**config.mk**
```make
export PLATFORM = sky130hd
export DESIGN_NAME = vec_elem_seq
export DESIGN_NICKNAME = d
export VERILOG_FILES = /design/src/rtl/vec_elem_seq.sv
export SDC_FILE = /design/constraint.sdc
export NUM_CORES = 1
export LEC_CHECK = 0
export CAP_MARGIN = 40
export CORE_MARGIN = 5
export CORE_UTILIZATION = 36
export DETAILED_ROUTE_END_ITERATION = 8
export GPL_TIMING_DRIVEN = 0
export PLACE_DENSITY = 0.84
export SYNTH_ARGS = -nofsm -noshare
export SYNTH_HDL_FRONTEND = slang
export SYNTH_SLANG_ARGS = --single-unit
```
**constraint.sdc**
```tcl
create_clock -name clk -period 1.79 [get_ports clk]
set_input_delay 0.2685 -clock clk [delete_from_list [all_inputs] [get_ports clk]]
set_output_delay 0.2685 -clock clk [all_outputs]
set_load 0.03 [all_outputs]
```
**src/rtl/vec_elem_seq.sv**
```systemverilog
// vec_elem_seq: expands one vector op {opc, vd, vs1, vs2, vl} into a stream
// of per-element micro-ops {opc, vd, vs1, vs2, idx, last}, one per cycle.
// Vector lengths above NUM_ELEMS are clamped; vl==0 ops are consumed silently.
// Optional feature macro: VEC_ELEM_SEQ_PIPE_EN. It accepts the next op in the
// cycle the current op's last micro-op leaves, so there is no idle bubble.
module vec_elem_seq #(
    parameter int NUM_ELEMS = 8,
    parameter int OPC_W     = 4,
    parameter int REG_W     = 5,
    localparam int IDX_W    = $clog2(NUM_ELEMS),
    localparam int VL_W     = IDX_W + 1,
    localparam int IN_W     = OPC_W + 3*REG_W + VL_W,
    localparam int OUT_W    = OPC_W + 3*REG_W + IDX_W + 1
) (
    input  logic             clk,
    input  logic             reset,
    input  logic [IN_W-1:0]  recv_msg,
    input  logic             recv_val,
    output logic             recv_rdy,
    output logic [OUT_W-1:0] send_msg,
    output logic             send_val,
    input  logic             send_rdy,
    output logic             busy
);

    typedef enum logic {
        S_IDLE  = 1'b0,
        S_ISSUE = 1'b1
    } state_t;

    localparam logic [VL_W-1:0] MAX_VL = VL_W'(NUM_ELEMS);

    state_t             r_state;
    state_t             w_next_state;
    logic [OPC_W-1:0]   r_opc;
    logic [REG_W-1:0]   r_vd;
    logic [REG_W-1:0]   r_vs1;
    logic [REG_W-1:0]   r_vs2;
    logic [IDX_W-1:0]   r_idx;
    logic [VL_W-1:0]    r_eff_vl;

    logic [OPC_W-1:0]   w_opc;
    logic [REG_W-1:0]   w_vd;
    logic [REG_W-1:0]   w_vs1;
    logic [REG_W-1:0]   w_vs2;
    logic [VL_W-1:0]    w_vl;
    logic [VL_W-1:0]    w_eff_vl;
    logic               w_last;
    logic               w_load;
    logic               w_adv;

    // Unpack the incoming op and clamp its length to the vector size.
    always_comb begin
        w_vl     = recv_msg[VL_W-1:0];
        w_vs2    = recv_msg[VL_W +: REG_W];
        w_vs1    = recv_msg[VL_W+REG_W +: REG_W];
        w_vd     = recv_msg[VL_W+2*REG_W +: REG_W];
        w_opc    = recv_msg[VL_W+3*REG_W +: OPC_W];
        w_eff_vl = (w_vl > MAX_VL) ? MAX_VL : w_vl;
        w_last   = ({1'b0, r_idx} == (r_eff_vl - 1'b1));
        send_msg = {r_opc, r_vd, r_vs1, r_vs2, r_idx, w_last};
    end

    // Next-state, handshake outputs and datapath load/advance strobes.
    always_comb begin
        w_next_state = r_state;
        recv_rdy     = 1'b0;
        send_val     = 1'b0;
        busy         = 1'b0;
        w_load       = 1'b0;
        w_adv        = 1'b0;
        case (r_state)
            S_IDLE: begin
                recv_rdy = 1'b1;
                if (recv_val && (w_vl != '0)) begin
                    w_load       = 1'b1;
                    w_next_state = S_ISSUE;
                end
            end
            S_ISSUE: begin
                send_val = 1'b1;
                busy     = 1'b1;
                if (send_rdy) begin
                    if (!w_last) begin
                        w_adv = 1'b1;
                    end else begin
                        w_next_state = S_IDLE;
`ifdef VEC_ELEM_SEQ_PIPE_EN
                        // Last element leaving: the next op may be taken in
                        // the same cycle and issue from idx 0 immediately.
                        recv_rdy = 1'b1;
                        if (recv_val && (w_vl != '0)) begin
                            w_load       = 1'b1;
                            w_next_state = S_ISSUE;
                        end
`endif
                    end
                end
            end
            default: w_next_state = S_IDLE;
        endcase
    end

    // State register and op/index datapath registers.
    always_ff @(posedge clk) begin
        if (reset) begin
            r_state  <= S_IDLE;
            r_opc    <= '0;
            r_vd     <= '0;
            r_vs1    <= '0;
            r_vs2    <= '0;
            r_idx    <= '0;
            r_eff_vl <= '0;
        end else begin
            r_state <= w_next_state;
            if (w_load) begin
                r_opc    <= w_opc;
                r_vd     <= w_vd;
                r_vs1    <= w_vs1;
                r_vs2    <= w_vs2;
                r_eff_vl <= w_eff_vl;
                r_idx    <= '0;
            end else if (w_adv) begin
                r_idx <= r_idx + 1'b1;
            end
        end
    end

endmodule
```
# Word-level counts from Yosys, hierarchy flattened
# Cells that the tools add are included.
totals:
  regBits: 27
  input_bits: 27
  out_inout_bits: 26
  elab_cells: 25
op_classes:
  addsub: 2
  order_cmp: 1
  n_eq_ne: 1
  n_mux: 10
  n_bitwise: 1
  reduce_logical: 3
op_table:
  columns: ["cell", "n"]
  rows:
  - ["$mux 1", 8]
  - ["$eq 3x4->1", 1]
  - ["$gt 4x4->1 const B", 1]
  - ["$mux 4", 1]
  - ["$reduce_bool 4->1", 1]
  - ["$sub 4x1->4 const B", 1]
  - ["$add 3x1->3 const B", 1]
  - ["$pmux 1 s2", 1]
  - ["$reduce_or 2->1", 1]
  - ["$logic_and 1x1->1", 1]
  - ["$not 1->1", 1]

# Depth between registers and ports, before layout
# Gate-level depths: netlist of run 1.
logic_depth:
  ltp_word: 5
  depth_mapped: 7
  mapped_depth_nobuf: 7

# Worst setup path before layout of run 1
# OpenSTA, ideal clock, no wires.
synth_path:
  path_type: "register -> output"
  startpoint: "register r_eff_vl[0]"
  endpoint: "output port send_msg[0]"
  arrival_ns: 1.697
  path_slack_ns: -0.175
  path_stages_with_launch: 7
  path_buffers: 1
  path_cell_list: "dfxtp_1 inv_1 ha_1 xor2_1 or3b_4 a211oi_4 buf_4"
synth_via:
  elab_chain_len: 2
synth_lines:
  columns: ["element", "line_no", "text"]
  rows:
  - ["start: declaration", "40", "logic [VL_W-1:0] r_eff_vl;"]
  - ["start signal: assignment", "121", "r_eff_vl <= w_eff_vl;"]
  - ["$sub 4x1->4", "60", "w_last = ({1'b0, r_idx} == (r_eff_vl - 1'b1));"]
  - ["$eq 3x4->1", "60", null]
  - ["end: declaration", "20", "output logic [OUT_W-1:0] send_msg,"]
# No other way between the ends.

# Worst setup path after layout of run 1
layout_path:
  startpoint: "register r_eff_vl[1]"
  endpoint: "output port send_msg[0]"
# Same word-level chain as after synthesis.

==> results.ini, run 1 <==
[synth]
syn_area_mm2=0.001146
yosys.area.top_type=dfxtp_1
synth_edf_count=0
synthTopCellsByCount=nand2_1 (41), a21oi_1 (27), dfxtp_1 (27)
synth_warnings=0
synth_top_cell_area_share_pct=47.16
synth.most_common_cell=nand2_1
synth_area_leaders=dfxtp_1 (47%), nand2_1 (13%), a21oi_1 (12%)
synthArstFlopShare_pct=0
synthCells=141
synth.avg_cell_area_um2=8.128
ys_seq_area_share_pct=47.16
synth_nets=170
ys.flop_type=dfxtp_1
synth_seq_cells=27
synth_cell_types=30

[worst_setup_path]
slowest_stage=or3b_4
startpoint_type=register
cp_common_cell=buf_6
crit_fanout=2
slowest_delay_ns=0.41
worst_ep_required_time_ns=1.52
end_kind=primary output
critical_path_arrival_ns=1.94
crit_path_cell_trace=inv_2, ha_4, xor2_2, or3b_4, a211oi_4, buf_6, buf_6
critPathKind=reg2out

[cts]
cts.sinks=27
htree_levels=1
clk_pin_slew_worst_paths_ns=0.14
cts_tree=done
root_buffer=clkbuf_4
holdBufCountCts=0
ctsLongestPathBuffers=2
clk_latency_ns=0.31
cts_made_buffers=3

[detailed_routing]
routed_wl_um=2991
vias=1170
viasPerCell=4.776
post_drt_wl_per_cell_um=12.21
dr.pass1.iters=4
drc_errors=0
ant_nets=0
drtIter0Drc=49

[sta]
min_period_ns=2.213
period_share_pct=123.7
drv_slew=0
rsz0062_at_grt=true
worst_slack_ns=-0.4235
fin_skew_ns=0.001682
maxSlewHeadroom_pct=71.03
hold_viol_final=0
clock.fmax_mhz=451.8
worst_pin_slew_ns=0.4345
setup_violations=4
fin_tns_setup_ns=-0.6479
hold_slack_ns=0.2994

[place]
dpl.cell_count=236
io_buffer_count=51
pre_cts_slack_ns=-0.7630
globalplace.congestion=0.8100
dp_hpwl_um=2248

[floorplan]
die_h_um=66.43
row_count=20
initial_core_util_pct=37.54
die_w_um=66.43
coreArea_mm2=0.003053
io_pins=53
dieArea_mm2=0.004412

[finish]
fin_nets=231
drive_gt1_share_pct=12.44
n_antenna_cell=0
area_growth_pct=59.72
final_util_pct=59.96
final_cells=245

[power_and_ir_drop]
p_leak_nw=0.7293
vdd_drop_max_mv=0.4203
power.density_mw_per_mm2=675.2

[run_status]
status=finished with violations
violations=negative setup slack

[global_routing]
antenna_found_initial=0
grt-ovfl-total=0
grt_pass1_wl_um=4650
grt_pass1_vias=1070
grt_use_total_pct=13.68
grt_max_degree=16

[min_path]
hold_class=in2reg

[job]
cap_viol_max_count=0

==> metrics by stage <==
step | power (mW) | instance area (um^2)
finish | 1.236 | 1831
global route | 1.319 | 1831
CTS | 1.255 | 1810
detailed placement | 0.9913 | 1733
global placement | 0.9863 | 1733
floorplan | 0.8409 | 1167
==> metal layers <==
layer  track usage, %  routed length (um)
met1            15.19                1163
met2            24.91                1569
met3            4.592                 245
met4            3.046                  13
met5                0                   0
==> repair_timing <==
action / CTS / global route
resized for setup: 12 / 6
buffers inserted: 4 / 2
pin swaps: 3 / 3
endpoints found under the setup margin: 6 / 10
==> worst max-delay path, delay by kind of cell, from the launching register on <==
| family | cells | cell delay (ns) |
|---|---|---|
| adder cells (fa/ha/maj) | 1 | 0.15 |
| flip-flops | 1 | 0.38 |
| buffers and inverters | 3 | 0.29 |
| XOR/XNOR | 1 | 0.15 |
| AO/OA/AOI/OAI | 1 | 0.27 |
| AND/OR/NAND/NOR | 1 | 0.41 |
==> kinds of logic after synthesis <==
logic type | after synthesis | share of synthesized area, %
adder cells (fa/ha/maj) | 2 | 2.183
AO/OA/AOI/OAI | 37 | 19.87
AND/OR/NAND/NOR | 60 | 23.69
buffers and inverters | 12 | 4.802
flip-flops | 27 | 47.16
XOR/XNOR | 3 | 2.293
==> final timing paths <==
kind | slack (ns) | from | depth (start not counted) | to
worst max register to register | -0.09 | r_eff_vl[1] | 9 | r_idx[1]
worst min register to register | 0.46 | r_vs1[3] | 2 | r_vs1[3]
worst min-delay path | 0.30 | reset | 2 | r_vs2[0]
worst max-delay path | -0.42 | r_eff_vl[1] | 7 | send_msg[0]
==> registers in the layout, summed over array words and instances, names as in the netlist <==
| signal | cells |
|---|---|
| r_vd | 5 |
| r_eff_vl | 4 |
| r_vs2 | 5 |
| r_opc | 4 |
| r_idx | 3 |
| r_vs1 | 5 |
| r_state | 1 |
==> report_power, final <==
part           switching (mW)  total [mW]  internal (mW)  leakage [nW]
Combinational           0.174       0.330          0.155         0.489
Sequential             0.0228       0.656          0.634         0.223
Clock                   0.167       0.250         0.0834        0.0177
==> area by class of cell <==
| type | instances | area [um^2] |
|---|---|---|
| fillers | 295 | 1222 |
| multi-input cells | 102 | 581.8 |
| repair buffers | 56 | 558.0 |
| flip-flops and latches | 27 | 548.0 |
| well taps | 44 | 55.05 |
| plain buffers | 9 | 48.80 |
| clock buffers | 3 | 22.52 |
| inverters | 3 | 11.26 |
| clock inverters | 1 | 5.005 |
==> cells in the final DEF, fill, tap and decap left out, types with 5 or more instances in the layout <==
cell type        count
a21oi_1             27
buf_4                5
clkdlybuf4s50_1     45
dfxtp_1             25
nand2_1             41
nor2_1               5
(Power assumes the default switching activity.)
==> run 2, diff against run 1 <==
Settings changed: SKIP_LAST_GASP from default to 1, SLEW_MARGIN from default to 20.
==> results of run 2 <==
No change in the layout: final DEF, timing and power equal those of run 1.
